## config.mk

```make
export PLATFORM = sky130hd
export DESIGN_NAME = regfile_arbiter
export DESIGN_NICKNAME = d
export VERILOG_FILES = /design/src/rtl/regfile_arbiter.sv
export SDC_FILE = /design/constraint.sdc
export NUM_CORES = 1
export LEC_CHECK = 0
export BUFFER_PORTS_ARGS = -buffer_cell sky130_fd_sc_hd__buf_4
export CAP_MARGIN = 15
export CELL_PAD_IN_SITES_DETAIL_PLACEMENT = 0
export CELL_PAD_IN_SITES_GLOBAL_PLACEMENT = 1
export CORE_MARGIN = 4
export CORE_UTILIZATION = 42
export CTS_BUF_LIST = sky130_fd_sc_hd__clkbuf_2 sky130_fd_sc_hd__clkbuf_4 sky130_fd_sc_hd__clkbuf_8
export DETAILED_ROUTE_END_ITERATION = 10
export HOLD_SLACK_MARGIN = 0.15
export PLACE_DENSITY_LB_ADDON = 0.1
export SETUP_SLACK_MARGIN = 0.3
export SYNTH_ARGS = -nofsm -noshare
export SYNTH_HDL_FRONTEND = slang
export SYNTH_SLANG_ARGS = --single-unit
export TNS_END_PERCENT = 100
```

## constraint.sdc

```tcl
create_clock -name clk_i -period 3 [get_ports clk_i]
set_input_delay 0.6 -clock clk_i [delete_from_list [all_inputs] [get_ports clk_i]]
set_output_delay 0.6 -clock clk_i [all_outputs]
set_load 0.1 [all_outputs]
```

## src/rtl/regfile_arbiter.sv

```systemverilog
// Arbitrates write-back and decode-read access to a negedge-clocked register file.
// Writes win ties; sustained contention alternates WR/RD; read data lands two cycles after rd_ack.
module regfile_arbiter (
    input  logic        clk_i,
    input  logic        rst_n_i,
    input  logic        wb_req_i,
    input  logic [4:0]  wb_addr_i,
    input  logic [31:0] wb_data_i,
    output logic        wb_ack_o,
    input  logic        rd_req_i,
    input  logic [4:0]  rd_addr1_i,
    input  logic [4:0]  rd_addr2_i,
    output logic        rd_ack_o,
    output logic        rd_valid_o,
    output logic [31:0] rd_data1_o,
    output logic [31:0] rd_data2_o,
    output logic        rf_wr_o,
    output logic [4:0]  rf_waddr_o,
    output logic [4:0]  rf_addr1_o,
    output logic [4:0]  rf_addr2_o,
    output logic [31:0] rf_din_o,
    input  logic [31:0] rf_out_1_i,
    input  logic [31:0] rf_out_2_i,
    output logic        busy_o
);

    // state | meaning
    // IDLE  | no grant this cycle
    // WR    | write granted; file writes on this cycle's negedge (unless index 0)
    // RD    | read granted; file drives rf_out on this cycle's negedge
    typedef enum logic [1:0] {IDLE = 2'd0, WR = 2'd1, RD = 2'd2} state_t;

    state_t      state_q, state_d;
    logic        wb_ack_q, wb_ack_d;
    logic        rd_ack_q, rd_ack_d;
    logic        rf_wr_q, rf_wr_d;
    logic        busy_q, busy_d;
    logic [4:0]  rf_waddr_q, rf_waddr_d;
    logic [4:0]  rf_addr1_q, rf_addr1_d;
    logic [4:0]  rf_addr2_q, rf_addr2_d;
    logic [31:0] rf_din_q, rf_din_d;
    logic        stage_vld_q, stage_vld_d;
    logic [31:0] stage1_q, stage1_d;
    logic [31:0] stage2_q, stage2_d;
    logic        rd_valid_q, rd_valid_d;
    logic [31:0] rd_data1_q, rd_data1_d;
    logic [31:0] rd_data2_q, rd_data2_d;

    always_comb begin
        state_d     = state_q;
        wb_ack_d    = 1'b0;
        rd_ack_d    = 1'b0;
        rf_wr_d     = 1'b0;
        rf_waddr_d  = rf_waddr_q;
        rf_addr1_d  = rf_addr1_q;
        rf_addr2_d  = rf_addr2_q;
        rf_din_d    = rf_din_q;
        stage_vld_d = 1'b0;
        stage1_d    = stage1_q;
        stage2_d    = stage2_q;
        rd_valid_d  = stage_vld_q;
        rd_data1_d  = rd_data1_q;
        rd_data2_d  = rd_data2_q;

        case (state_q)
            IDLE:    if (wb_req_i) state_d = WR;
                     else if (rd_req_i) state_d = RD;
            WR:      state_d = rd_req_i ? RD : IDLE;
            RD:      state_d = wb_req_i ? WR : IDLE;
            default: state_d = IDLE;
        endcase

        // Staging keeps rd_data stable until rd_valid, even if a new read follows.
        if (state_q == RD) begin
            stage_vld_d = 1'b1;
            stage1_d    = (rf_addr1_q == 5'd0) ? 32'd0 : rf_out_1_i;
            stage2_d    = (rf_addr2_q == 5'd0) ? 32'd0 : rf_out_2_i;
        end

        if (stage_vld_q) begin
            rd_data1_d = stage1_q;
            rd_data2_d = stage2_q;
        end

        if (state_d == WR) begin
            wb_ack_d   = 1'b1;
            rf_waddr_d = wb_addr_i;
            rf_din_d   = wb_data_i;
            rf_wr_d    = (wb_addr_i != 5'd0);
        end

        if (state_d == RD) begin
            rd_ack_d   = 1'b1;
            rf_addr1_d = rd_addr1_i;
            rf_addr2_d = rd_addr2_i;
        end

        busy_d = (state_d != IDLE);
    end

    always_ff @(posedge clk_i) begin
        if (!rst_n_i) begin
            state_q     <= IDLE;
            wb_ack_q    <= 1'b0;
            rd_ack_q    <= 1'b0;
            rf_wr_q     <= 1'b0;
            busy_q      <= 1'b0;
            rf_waddr_q  <= 5'd0;
            rf_addr1_q  <= 5'd0;
            rf_addr2_q  <= 5'd0;
            rf_din_q    <= 32'd0;
            stage_vld_q <= 1'b0;
            stage1_q    <= 32'd0;
            stage2_q    <= 32'd0;
            rd_valid_q  <= 1'b0;
            rd_data1_q  <= 32'd0;
            rd_data2_q  <= 32'd0;
        end else begin
            state_q     <= state_d;
            wb_ack_q    <= wb_ack_d;
            rd_ack_q    <= rd_ack_d;
            rf_wr_q     <= rf_wr_d;
            busy_q      <= busy_d;
            rf_waddr_q  <= rf_waddr_d;
            rf_addr1_q  <= rf_addr1_d;
            rf_addr2_q  <= rf_addr2_d;
            rf_din_q    <= rf_din_d;
            stage_vld_q <= stage_vld_d;
            stage1_q    <= stage1_d;
            stage2_q    <= stage2_d;
            rd_valid_q  <= rd_valid_d;
            rd_data1_q  <= rd_data1_d;
            rd_data2_q  <= rd_data2_d;
        end
    end

    assign wb_ack_o   = wb_ack_q;
    assign rd_ack_o   = rd_ack_q;
    assign rd_valid_o = rd_valid_q;
    assign rd_data1_o = rd_data1_q;
    assign rd_data2_o = rd_data2_q;
    assign rf_wr_o    = rf_wr_q;
    assign rf_waddr_o = rf_waddr_q;
    assign rf_addr1_o = rf_addr1_q;
    assign rf_addr2_o = rf_addr2_q;
    assign rf_din_o   = rf_din_q;
    assign busy_o     = busy_q;

endmodule

```

# After elaboration in Yosys (flattened, before gate mapping)
# Index checks and enable logic that the tools add are counted.
dict set report word_totals {
  register_bits 183
  latchBits 0
  mem_bits_rw 0
  mem_bits_ro 0
  in_bits 115
  n_memories 0
}
dict set report op_classes {
  n_addsub 0
  multipliers 0
  div_mod_pow 0
  order_cmp 0
  eq_ne 4
  shifts 0
  muxes 10
  bitwise 0
  n_reduce_logical 6
}
# op count
set ops {}
lappend ops {{two-way mux 32 bit} 2}
lappend ops {{logical NOT 5 bit} 2}
lappend ops {{two-way mux 2 bit} 3}
lappend ops {{one-hot mux 2 bit (3 select lines)} 1}
lappend ops {{nonzero test 5 bit} 1}
lappend ops {{== test 2 x 1 -> 1 bit, second input constant} 2}
lappend ops {{== test 2 bit, second input constant} 2}
lappend ops {{two-way mux 1 bit} 4}
lappend ops {{logical NOT 2 bit} 1}
lappend ops {{AND reduction 2 bit} 1}
lappend ops {{nonzero test 2 bit} 1}

# Logic depth before layout (Yosys ltp)
# Gate-level depths: netlist (run 1).
dict set report depth {
  depth_word 5
  mapped_depth 5
  ltp_nobuf 3
}

# Worst setup path after synthesis (run 1)
# Ideal clock, no wire load.
dict set report synth_timing {
  path_kind {register to register}
  start {reg rf_addr2_q[3] (netlist: rf_addr2_o[3])}
  end {reg stage2_q[21]}
  setup_ps 59
  t_arrival_ps 1652
  required_ps 2941
  path_slack_ps 1290
  path_stages_with_launch 5
  cell_sequence {dfxtp_1 -> nor2_1 -> a21oi_4 -> buf_2 -> a22o_1}
}
dict set report synth_between {
  elab_chain_len 2
}
# element line_no
set synth_rtl {}
lappend synth_rtl {{start, declared} 40} ;# logic [4:0] rf_addr2_q, rf_addr2_d;
lappend synth_rtl {{start signal, assigned} 126} ;# rf_addr2_q <= rf_addr2_d;
lappend synth_rtl {{logical NOT 5 bit} 77} ;# stage2_d = (rf_addr2_q == 5'd0) ? 32'd0 : rf_out_2_i;
lappend synth_rtl {{two-way mux 32 bit} 77}
lappend synth_rtl {{end signal, assigned} 130} ;# stage2_q <= stage2_d;
lappend synth_rtl {{end, declared} 44} ;# logic [31:0] stage2_q, stage2_d;
# Every way passes these cells.
# A chain may end at the register's enable or synchronous reset.

# Worst setup path after layout (run 1)
dict set report layout_timing {
  start {reg rf_addr2_q[2] (netlist: rf_addr2_o[2])}
  end {out rf_addr2_o[2]}
}
# element line_no
set layout_rtl {}
lappend layout_rtl {{end, declared} 20} ;# output logic [4:0] rf_addr2_o,
# No word-level cell between the ends.

==> impl_results.md, run 1 <==
* Final hold violation count at 0
* Non-filler instance count after layout at 997
* Internal power at 3.61 mW
* Met1 GRT Util at 22.4%
* Overflow after GRT at 0
* Num ports at 231
* Synthesized Nets at 698
* Tcrit/Tclk final at 58.7%
* Net Switching at 1.35 mW
* Crit path cell chain: buf_4
* Yosys cell types at 27
* Reg-to-reg critical path startpoint: state_q[0]$_SDFF_PN0_
* Lkg Pwr at 3.62 nW
* Routability congestion estimate from global placement at 0.737
* CTS root buf: clkbuf_8
* Rows at 45
* Postcts setup bufs at 0
* Peak VDD IR at 0.358 mV
* Final setup violation count at 0
* CTS resizes at 0
* Critical Path Sink: rf_addr2_o[2]
* CTS tree: done
* Iteration-0 DRC Markers at 260
* Post-Syn Area at 6460 µm²
* Kind of critical path: reg2out
* RSZ-0062 raised after global routing: false
* Layout Area Growth over Synthesis at 33.8%
* Residual DRC at 0
* Cts hold-fix bufs at 0
* Path type of the worst min-delay path: in2reg
* CP peak stage delay at 0.39 ns
* Worst skew pair latency at 0.45 ns
* Skew final at 0.00968 ns
* Final nets at 911
* Vias in the first global route at 4,991
* Core Region at 15,100 µm²
* Worst-Margin Slew at 0.810 ns
* Rel. slew slack at 45.9%
* Critical path peak fanout at 3
* CTS Buffer Depth at 2
* Routed len/inst at 16.2 µm
* Global Route Usage Sum at 18.3%
* Max_cap viols at 0
* Met2 usage at 30.5%
* Initial antenna violation count at 0
* Power share of the clock group at 34.9%
* Stages on the worst setup path at 1
* Port-buffer cells at 230
* Share of the synthesized area in the top cell type at 56.7%
* Initial Util at 42.6%
* Sw frac at 27.2%
* GRT Max-Usage Layer: met2
* Final Util at 57.1%
* Cells after DPL at 965
* Worst-path clk slew at 0.09 ns
* Comb pwr share at 14.0%
* Worst Path Arrival at 1.16 ns
* Sequential share of the synthesized area at 56.7%
* Reg2Reg Setup Slack at 1.35 ns
* FF-to-FF End: rf_din_o[31]$_SDFFE_PN0N_
* Drt total wl at 16,200 µm
* Largest net degree at the start of global routing at 76
* Final critical-path required period at 1.76 ns
* Max stage delay cell, worst path: dfxtp_1
* Power share of the sequential group at 51.1%
* CP startpoint: rf_addr2_o[2]$_SDFFE_PN0N_
* DR pass1 iterations at 4
* Fin. max-slew vios at 0
* Area contributors post-synth: dfxtp_1 57%, mux2i_1 9.9%, a22o_1 8.7%
* PwrDens at 573 nW/µm²
* Status: complete, no violations
* Layout cells sized above 1 at 34.4%
* Clock Sinks at 183
* Reg2reg path depth at 4
* CP Launch Type: flip-flop
* Post-synth top area cell: dfxtp_1
* CP top delay family: flip-flops
* Synthesized area per cell at 11.1 µm²
* Die H at 132 µm
* # diodes at 0
* Die area at 17,400 µm²
* CTS Buf Count at 17
* Hold slack at 0.358 ns
* Fmax at 567 MHz
* Dpl hpwl at 11,200 µm
* Synth Register Bits at 183
* Post-DRT Antenna Nets at 0
* Cells after synthesis at 583
* First-pass GRT wire length at 25,700 µm
* Die span in x at 132 µm
* Element type at the critical path end: output pin
* Setup TNS at 0 ns
* Met3 GRT Util at 7.37%
* WP buf/inv at 1
* Via density at 4.91
* H-tree depth at 4
* Crit path required time at 2.40 ns
* YS warnings at 0
* Routed vias at 4,893
## metal layers
metal	routed length, µm	part of all wire [%]
met5	0	0
met4	119	0.74
met3	1260	7.8
met2	7780	48
met1	7030	43
## sequential cells by signal, summed over array words and instances, names as in the netlist, 5 cells and up
register and cells:
rf_waddr_o 5, stage1_q 32, rd_data2_o 32, rd_data1_o 32, rf_din_o 32, rf_addr2_o 5, rf_addr1_o 5, stage2_q 32
## cell usage in the layout, fill, tap and decap left out, types with 2 or more instances in the layout
master      count
and2_1          3
buf_4         238
bufinv_16       3
clkinv_2        2
clkinv_4        3
mux2i_1        64
dfxtp_1       182
nand2_1        74
nand3_1        10
clkbuf_4        2
a22o_1         64
inv_1           2
a21boi_1       47
clkbuf_8       19
nor2_1          2
o21ai_1        10
and3_1          2
clkinvlp_4      3
nor2b_1        65
## worst min path at each step
stage / startpoint / endpoint / slack (ns) / cells past startpoint
after CTS: rf_out_2_i[14] / stage2_q[14]$_SDFFE_PN0N_ / 0.33 / 2
after detailed placement: rf_din_o[27]$_SDFFE_PN0N_ / rf_din_o[27]$_SDFFE_PN0N_ / 0.45 / 2
after global placement: rf_din_o[31]$_SDFFE_PN0N_ / rf_din_o[31]$_SDFFE_PN0N_ / 0.44 / 2
after global routing: rf_out_2_i[10] / stage2_q[10]$_SDFFE_PN0N_ / 0.32 / 2
final: rf_out_2_i[14] / stage2_q[14]$_SDFFE_PN0N_ / 0.36 / 2
after floorplan: stage1_q[0]$_SDFFE_PN0N_ / stage1_q[0]$_SDFFE_PN0N_ / 0.45 / 1
## synth_stat cells
library cell	instances
nor3_1	1
dfxtp_1	183
a22o_1	64
mux2i_1	64
nand3b_4	1
o21ai_1	10
inv_1	2
a21boi_1	47
a21oi_2	1
nor2b_1	65
nand2b_1	2
buf_4	12
o21a_1	1
or2_1	1
buf_6	9
nand3_1	10
nand2_1	74
and2b_1	1
a21boi_2	1
or4_1	1
and2_1	3
nor2_1	2
and3_1	2
buf_2	13
a21oi_4	1
clkbuf_1	11
nor3_2	1
## cell families after synthesis
kind of cell	synth area share, %
muxes	9.92
AOI/OAI and AO/OA	15.6
and+or+nand+nor	13.0
buffers and inverters	4.73
DFF	56.7
## per-stage QoR
step	total power, mW	instance area, µm²	setup slack [ns]
finish	4.95	8640	1.24
global route	5.15	8640	1.18
CTS	5.02	8640	1.21
detailed placement	3.29	8220	1.03
global placement	3.28	8220	1.07
floorplan	3.07	6460	1.29
## area by class of cell
type | instances | area (µm²)
Multi-Input combinational cell | 353 | 2500
Clock buffer | 21 | 277
Fill cell | 1334 | 6500
Tap cell | 188 | 235
Clock inverter | 11 | 149
Inverter | 2 | 7.51
Timing Repair Buffer | 239 | 1810
Sequential cell | 183 | 3670
## power by group through the flow
stage               registers [mW]  clock network (mW)  logic (mW)
finish                        2.53                1.73       0.693
global route                  2.54                1.88       0.730
CTS                           2.53                1.79       0.700
detailed placement            2.59                   0       0.699
global placement              2.59                   0       0.694
floorplan                     2.87                   0       0.194
(Power assumes the default switching activity.)
==> inputs of run 2 (changes only) <==
--- a/config.mk
+++ b/config.mk
@@ -5,12 +5,13 @@
 export SDC_FILE = /design/constraint.sdc
 export NUM_CORES = 1
 export LEC_CHECK = 0
+export ABC_AREA = 1
 export BUFFER_PORTS_ARGS = -buffer_cell sky130_fd_sc_hd__buf_4
 export CAP_MARGIN = 15
 export CELL_PAD_IN_SITES_DETAIL_PLACEMENT = 0
 export CELL_PAD_IN_SITES_GLOBAL_PLACEMENT = 1
 export CORE_MARGIN = 4
-export CORE_UTILIZATION = 42
+export CORE_UTILIZATION = 33
 export CTS_BUF_LIST = sky130_fd_sc_hd__clkbuf_2 sky130_fd_sc_hd__clkbuf_4 sky130_fd_sc_hd__clkbuf_8
 export DETAILED_ROUTE_END_ITERATION = 10
 export HOLD_SLACK_MARGIN = 0.15
==> constraint.sdc (replaced) <==
create_clock -name clk_i -period 1.4 [get_ports clk_i]
set_input_delay 0.28 -clock clk_i [delete_from_list [all_inputs] [get_ports clk_i]]
set_output_delay 0.28 -clock clk_i [all_outputs]
set_load 0.1 [all_outputs]
==> run 2 against run 1 <==
  * Register-to-register slack got worse by 1.2 ns
  * Core utilization increased by 11 points
  * Sequential share of layout area decreased by 13 points
  * Wire length increased by 45%
  * Setup slack got worse by 1.2 ns
  * Largest cell class is now buffers
  * Synthesized area decreased by 0.17%
  * Global-route usage increased by 2.5 points
  * Highest routed layer is now met5
==> impl_results.md, run 2 <==
* Status: complete, no violations
* # diodes at 0 (unchanged)
* Async SR Flop Fraction at 0% (unchanged)
* Core Region at 19,000 µm² (+25%)
* Internal power at 8.90 mW (+150%)
* PwrDens at 1050 nW/µm² (+83%)
* Drt total wl at 23,500 µm (+45%)
* Final setup violation count at 0 (unchanged)
* Routed vias at 6,723 (+37%)
* Most frequent cells in the layout: 187 x nor2_1, 129 x buf_4, 129 x buf_12
* Critical Path Sink: rf_waddr_o[0]
* Die span in x at 148 µm (+12%)
* Reg-to-reg critical path startpoint: rf_addr1_o[1]$_SDFFE_PN0N_
* Setup TNS at 0 ns (unchanged)
* Clock Sinks at 183 (unchanged)
* H-tree depth at 4 (unchanged)
* CP top delay family: flip-flops
* Routed len/inst at 16.5 µm (+1.5%)
* Power share of the sequential group at 42.3% (-8.8 points)
* WP buf/inv at 1 (unchanged)
* Most common cell in the synthesized netlist: nor2_1
* Post-DRT Antenna Nets at 0 (unchanged)
* Share of the synthesized area in the top cell type at 56.8% (+0.099 points)
* CTS Buffer Depth at 2 (unchanged)
* Power share of the clock group at 26.5% (-8.4 points)
* Synthesized Nets at 916 (+31%)
* Hold Path Depth at 3 (+1)
* CP peak stage delay at 0.39 ns (about the same)
* DR pass1 iterations at 4 (unchanged)
* Cells after synthesis at 801 (+37%)
* Max stage delay cell, worst path: dfxtp_2
* Reg2reg path depth at 6 (+2)
* Skew final at 0.0123 ns (+0.00265 ns)
* Cells after DPL at 1,250 (+30%)
* Commonest register cell after synthesis: dfxtp_1
* Initial Util at 34.0% (-8.6 points)
* Synthesized area per cell at 8.05 µm² (-27%)
* Overflow after GRT at 0 (unchanged)
* Via density at 4.72 (-3.8%)
* First-pass GRT wire length at 36,300 µm (+41%)
* Most common library cells after synthesis: 208 x nor2_1, 183 x dfxtp_1, 96 x o21ai_0
* Wire length on met1 at 10,100 µm (+44%)
* Comb pwr share at 31.2% (+17 points)
* Filler Cell Count at 1,459 (+9.4%)
* Most common cell after layout, fill and taps aside: nor2_1
* Iteration-0 DRC Markers at 366 (+41%)
* Num ports at 231 (unchanged)
* Crit path cell chain: buf_12
* RSZ-0062 raised after global routing: true
* Post-synth top area cell: dfxtp_1
* Final hold violation count at 0 (unchanged)
* Layout cells sized above 1 at 48.7% (+14 points)
* Yosys cell types at 16 (-41%)
* Area contributors post-synth: dfxtp_1 57%, nor2_1 12%, o21ai_0 7.5%
* Element type at the critical path end: output pin
* Final nets at 1,266 (+39%)
* Residual DRC at 0 (unchanged)
* Final critical-path required period at 1.31 ns
* Non-filler instance count after layout at 1,424 (+43%)
* Rows at 50 (+11%)
* EDFF count, synth at 0 (unchanged)
* Fmax at 761 MHz
* Lkg Pwr at 5.67 nW (+57%)
* CTS tree: done
* Port-buffer cells at 230 (unchanged)
* Post-Syn Area at 6450 µm² (-0.17%)
* Initial antenna violation count at 1 (+1)
* YS warnings at 0 (unchanged)
* Seq. cell area at 3860 µm² (+5.4%)
* Sw frac at 34.5% (+7.4 points)
* Stages on the worst setup path at 1 (unchanged)
* Rel. slew slack at 81.9% (+36 points)
* Sequential share of the synthesized area at 56.8% (+0.099 points)
* CP Launch Type: flip-flop
* Vias in the first global route at 6,964 (+40%)
* Reg2Reg Setup Slack at 0.15 ns (-1.20 ns)
* Global Route Usage Sum at 20.8% (+2.5 points)
* Final Util at 68.4% (+11 points)
* CP startpoint: rf_waddr_o[0]$_SDFFE_PN0N_
* Net Switching at 4.70 mW (+250%)
* Critical path peak fanout at 2 (-1)
* Worst Path Arrival at 1.03 ns (-0.13 ns)
* CTS Buf Count at 17 (unchanged)
* Crit path required time at 1.12 ns (-1.28 ns)
* Dpl hpwl at 12,400 µm (+11%)
* Synth Register Bits at 183 (unchanged)
* Peak VDD IR at 0.622 mV (+74%)
* Routability congestion estimate from global placement at 0.749 (+1.7%)
* Worst-Margin Slew at 0.272 ns (-0.538 ns)
* WL met3 at 1240 µm (-2.0%)
* Layout Area Growth over Synthesis at 101%
* Met2 Wirelength at 11,600 µm (+49%)
* Worst-path clk slew at 0.10 ns (about the same)
* Die area at 21,800 µm² (+25%)
* CTS root buf: clkbuf_8
* Path type of the worst min-delay path: in2reg
* Kind of critical path: reg2out
* Tcrit/Tclk final at 93.8%
* Max_cap viols at 0 (unchanged)
* Worst skew pair latency at 0.46 ns (about the same)
* Die H at 148 µm (+12%)
* FF-to-FF End: stage1_q[29]$_SDFFE_PN0N_
* Largest net degree at the start of global routing at 56 (-26%)
* Area occupied by multi-input gates at 3110 µm² (+25%)
* Max layer used: met5
* Fin. max-slew vios at 0 (unchanged)
-- run 2: cell types whose count changed in the layout (fill, tap and decap cells not counted), moves of 47 or more --
cell / before / now
nor2_1: 2 / 187
buf_12: 1 / 129
dfxtp_1: 182 / 65
dlygate4sd3_1: 0 / 111
buf_4: 238 / 129
dfxtp_2: 0 / 97
o21ai_0: 0 / 84
o21ai_1: 10 / 80
nor2b_1: 65 / 0
a22o_1: 64 / 0
mux2i_1: 64 / 0
nand2_1: 74 / 11
nand2_4: 0 / 56
a21boi_1: 47 / 0
-- run 2: cell families (layout without fill, tap and decap cells) --
logic type | Yosys count | in the layout | share of synthesized area, %
AO/OA/AOI/OAI | 243 | 243 | 18.9
buffers and inverters | 75 | 438 | 6.50
flip-flops | 183 | 183 | 56.8
AND/OR/NAND/NOR | 300 | 300 | 17.8
-- run 2: worst min path at each step --
| stage | startpoint | endpoint | slack [ns] |
|---|---|---|---|
| finish | rst_n_i | rd_data2_o[11]$_SDFFE_PN0P_ | 0.17 |
| global route | rst_n_i | rd_data2_o[10]$_SDFFE_PN0P_ | 0.16 |
| CTS | rst_n_i | rd_data2_o[11]$_SDFFE_PN0P_ | 0.15 |
| detailed placement | rf_din_o[4]$_SDFFE_PN0N_ | rf_din_o[4]$_SDFFE_PN0N_ | 0.46 |
| global placement | rf_din_o[20]$_SDFFE_PN0N_ | rf_din_o[20]$_SDFFE_PN0N_ | 0.45 |
| floorplan | wb_addr_i[4] | rf_wr_o$_SDFF_PN0_ | 0.41 |
-- run 2: final cells by class --
type | instances | area share (%)
repair buffers | 394 | 40.2
flip-flops and latches | 183 | 29.8
multi-input cells | 543 | 24.0
well taps | 260 | 2.51
clock buffers | 21 | 2.18
clock inverters | 11 | 0.868
inverters | 12 | 0.463
-- run 2: power groups by stage --
| stage | registers [mW] | clock network, mW | logic (mW) |
|---|---|---|---|
| 2_1_floorplan | 7.02 | 0 | 0.707 |
| 3_3_place_gp | 5.77 | 0 | 2.68 |
| 3_5_place_dp | 5.78 | 0 | 2.68 |
| 4_1_cts | 5.75 | 3.70 | 3.95 |
| 5_1_grt | 5.79 | 3.93 | 4.44 |
| 6_report | 5.76 | 3.60 | 4.24 |
-- run 2: per-stage QoR --
step | setup WS (ns) | hold WS [ns] | instance area, µm² | power, mW
global placement | 0.225 | 0.452 | 8590 | 8.45
CTS | 0.0651 | 0.150 | 12300 | 13.4
finish | 0.0865 | 0.174 | 13000 | 13.6
floorplan | 0.311 | 0.410 | 6660 | 7.73
detailed placement | 0.195 | 0.463 | 8590 | 8.46
global route | 0.0235 | 0.163 | 13000 | 14.2
-- run 2: what timing repair did --
action,in CTS,in global routing
hold buffers,111,0
gates cloned,11,6
pin swaps,11,30
setup buffers,12,2
gates resized for setup,481,128
endpoints found under the setup margin,228,207
endpoints found under the hold margin,112,0
-- run 2: metal layers --
metal | track usage, % | up-vias
met5 | 0 | -
met2 | 35.9 | 191
met3 | 5.30 | 36
met4 | 6.38 | 2
li1 | - | 3335
met1 | 25.6 | 3159
==> inputs of run 3 (changes only) <==
--- a/config.mk
+++ b/config.mk
@@ -15,7 +15,8 @@
 export CTS_BUF_LIST = sky130_fd_sc_hd__clkbuf_2 sky130_fd_sc_hd__clkbuf_4 sky130_fd_sc_hd__clkbuf_8
 export DETAILED_ROUTE_END_ITERATION = 10
 export HOLD_SLACK_MARGIN = 0.15
-export PLACE_DENSITY_LB_ADDON = 0.1
+export PLACE_DENSITY_LB_ADDON = 0.25
+export REMOVE_ABC_BUFFERS = 1
 export SETUP_SLACK_MARGIN = 0.3
 export SYNTH_ARGS = -nofsm -noshare
 export SYNTH_HDL_FRONTEND = slang
==> run 3 against run 2 <==
  * First-iteration DRC count decreased by 30%
  * Die area unchanged
  * Sequential share of layout area decreased by 0.78 points
  * Register-to-register slack got worse by 0.07 ns
  * Largest cell class unchanged
  * Global-route usage increased by 0.44 points
  * Clock power increased by 10%
  * Largest power group unchanged
  * Final area increased by 2.4%
  * Non-clock buffer count increased by 22
  * Wire length increased by 9.6%
  * Core utilization increased by 1.6 points
  * Final cell count increased by 1.6%
==> impl_results.md, run 3 (synthesis results as in run 2) <==
* Element type at the critical path end: flip-flop
* Die H at 148 µm (unchanged)
* Final std cell area, no fill at 13,300 µm² (+2.4%)
* Max_cap viols at 0 (unchanged)
* Fin. max-slew vios at 0 (unchanged)
* Drt total wl at 25,700 µm (+9.6%)
* First-pass GRT wire length at 37,600 µm (+3.5%)
* Layout cells sized above 1 at 49.8% (+1.1 points)
* Worst-Margin Slew at 0.306 ns (+0.0345 ns)
* Path type of the worst min-delay path: in2reg
* Dpl hpwl at 12,500 µm (+0.83%)
* Max stage delay cell, worst path: dfxtp_2
* Area after DPL at 8460 µm² (-1.5%)
* Crit path required time at 1.74 ns (+0.62 ns)
* Vias in the first global route at 7,035 (+1.0%)
* Setup ws final at 0.0840 ns (-0.00252 ns)
* Status: complete, no violations
* WP buf/inv at 3 (+2)
* Crit path cell chain: buf_6 > nor2_4 > nand3_4 > buf_12 > buf_16 > nand2_4 > a21oi_2
* Iteration-0 DRC Markers at 257 (-30%)
* Rel. slew slack at 79.6% (-2.3 points)
* RSZ-0062 raised after global routing: true
* Reg2reg path depth at 7 (+1)
* DR pass1 iterations at 5 (+1)
* WL met3 at 1260 µm (+1.9%)
* Skew final at 0.0133 ns (+0.00100 ns)
* Routed len/inst at 17.8 µm (+7.9%)
* CP top delay family: buffers and inverters
* Initial Util at 34.0% (unchanged)
* FF-to-FF End: stage2_q[15]$_SDFFE_PN0N_
* Peak VDD IR at 0.548 mV (-12%)
* Total Power at 14.1 mW (+3.3%)
* Min-delay src: rst_n_i
* Most frequent cells in the layout: 196 x nor2_1, 136 x buf_12, 134 x buf_4
* Core Region at 19,000 µm² (unchanged)
* Kind of critical path: reg2reg
* H-tree depth at 4 (unchanged)
* Worst-path clk slew at 0.10 ns (about the same)
* CTS root buf: clkbuf_8
* Filler Cell Count at 1,352 (-7.3%)
* Worst skew pair latency at 0.45 ns (about the same)
* Met2 Wirelength at 13,100 µm (+13%)
* Die span in x at 148 µm (unchanged)
* Tcrit/Tclk final at 94.0% (+0.18 points)
* Post-DRT Antenna Nets at 0 (unchanged)
* Via density at 4.84 (+2.5%)
* Max layer used: met4
* Num ports at 231 (unchanged)
* Hold endpoint: state_q[0]$_SDFF_PN0_
* Die area at 21,800 µm² (unchanged)
* Overflow after GRT at 0 (unchanged)
* Final setup violation count at 0 (unchanged)
* Reg-to-reg critical path startpoint: rf_addr2_o[1]$_SDFFE_PN0N_
* Global Route Usage Sum at 21.2% (+0.44 points)
* Worst Path Arrival at 1.66 ns (+0.63 ns)
* Layout Area Growth over Synthesis at 106%
* CTS Buffer Depth at 2 (unchanged)
* Final critical-path required period at 1.32 ns (+0.00252 ns)
* Routability congestion estimate from global placement at 0.728 (-2.9%)
* CTS Buf Count at 17 (unchanged)
* Lkg Pwr at 5.73 nW (+1.0%)
* Residual DRC at 0 (unchanged)
* Final hold violation count at 0 (unchanged)
* Largest net degree at the start of global routing at 68 (+21%)
* Critical path peak fanout at 8 (+6)
* Wire length on met1 at 10,800 µm (+6.4%)
* Initial antenna violation count at 1 (unchanged)
* Rows at 50 (unchanged)
* Reg2Reg Setup Slack at 0.08 ns (-0.07 ns)
* Final nets at 1,288 (+1.7%)
* Most common cell after layout, fill and taps aside: nor2_1
* CP Launch Type: flip-flop
* CP peak stage delay at 0.35 ns (-0.04 ns)
* Port-buffer cells at 230 (unchanged)
* Clock Sinks at 183 (unchanged)
* Routed vias at 7,000 (+4.1%)
* CTS tree: done
* Hold Path Depth at 3 (unchanged)
* Fmax at 760 MHz (-0.19%)
* Setup WS pre-CTS at 0.217 ns (+0.0213 ns)
* PwrDens at 1060 nW/µm² (+0.90%)
run 3: per-stage QoR:
| stage | hold slack (ns) | TNS [ns] | cells | utilization (%) |
|---|---|---|---|---|
| 2_1_floorplan | 0.378 | -156.27 | 738 | - |
| 5_1_grt | 0.189 | 0 | 1447 | 70.1 |
| 3_3_place_gp | 0.463 | 0 | 1252 | 44.6 |
| 4_1_cts | 0.169 | 0 | 1434 | 65.7 |
| 3_5_place_dp | 0.469 | 0 | 1252 | 44.6 |
| 6_report | 0.204 | 0 | 1447 | 70.1 |
run 3: layout make-up:
class                      count  area [µm²]  share of cell area (%)
antenna                        1        2.50                  0.0188
clock buffer                  18         241                    1.82
clock inverter                14         196                    1.48
inverter                      12        55.1                   0.415
multi-input combinational    543        3040                    22.9
sequential                   183        3850                    29.0
tap                          260         325                    2.45
timing repair buffer         416        5570                    41.9
run 3: how the worst max path moves through the flow:
stage | start | endpoint | depth (start not counted)
finish | rf_addr2_o[1]$_SDFFE_PN0N_ | stage2_q[15]$_SDFFE_PN0N_ | 7
global placement | state_q[0]$_SDFF_PN0_ | rf_addr1_o[3]$_SDFFE_PN0N_ | 5
detailed placement | state_q[0]$_SDFF_PN0_ | rf_addr1_o[3]$_SDFFE_PN0N_ | 5
floorplan | state_q[1]$_SDFF_PN0_ | stage1_q[31]$_SDFFE_PN0N_ | 4
global route | rf_addr2_o[1]$_SDFFE_PN0N_ | stage2_q[28]$_SDFFE_PN0N_ | 7
CTS | rd_data1_o[24]$_SDFFE_PN0P_ | rd_data1_o[24] | 1
run 3: report_power, final:
group / total, mW / switching, mW / internal (mW)
Combinational: 4.30 / 2.44 / 1.86
Sequential: 5.77 / 0.269 / 5.51
Clock: 3.97 / 1.98 / 1.99
run 3: worst reg2reg max path, stage by stage (launching register included):
cell	delay (ns)
dfxtp_2	0.35
buf_6	0.12
nor2_4	0.12
nand3_4	0.16
buf_12	0.19
buf_16	0.15
nand2_4	0.07
a21oi_2	0.06
run 3: metal layers:
metal  vias to the layer above  GRT usage (%)
li1                       3385              -
met1                      3352           27.0
met2                       226           36.9
met3                        37           4.26
met4                         0           5.59
met5                         -              0
run 3: repair_timing:
item,4_1_cts,5_1_grt
gates cloned,12,11
setup endpoints to repair,215,229
hold endpoints to repair,112,0
hold buffers,112,0
setup buffers,26,1
resized for setup,547,174
pin swaps,6,16
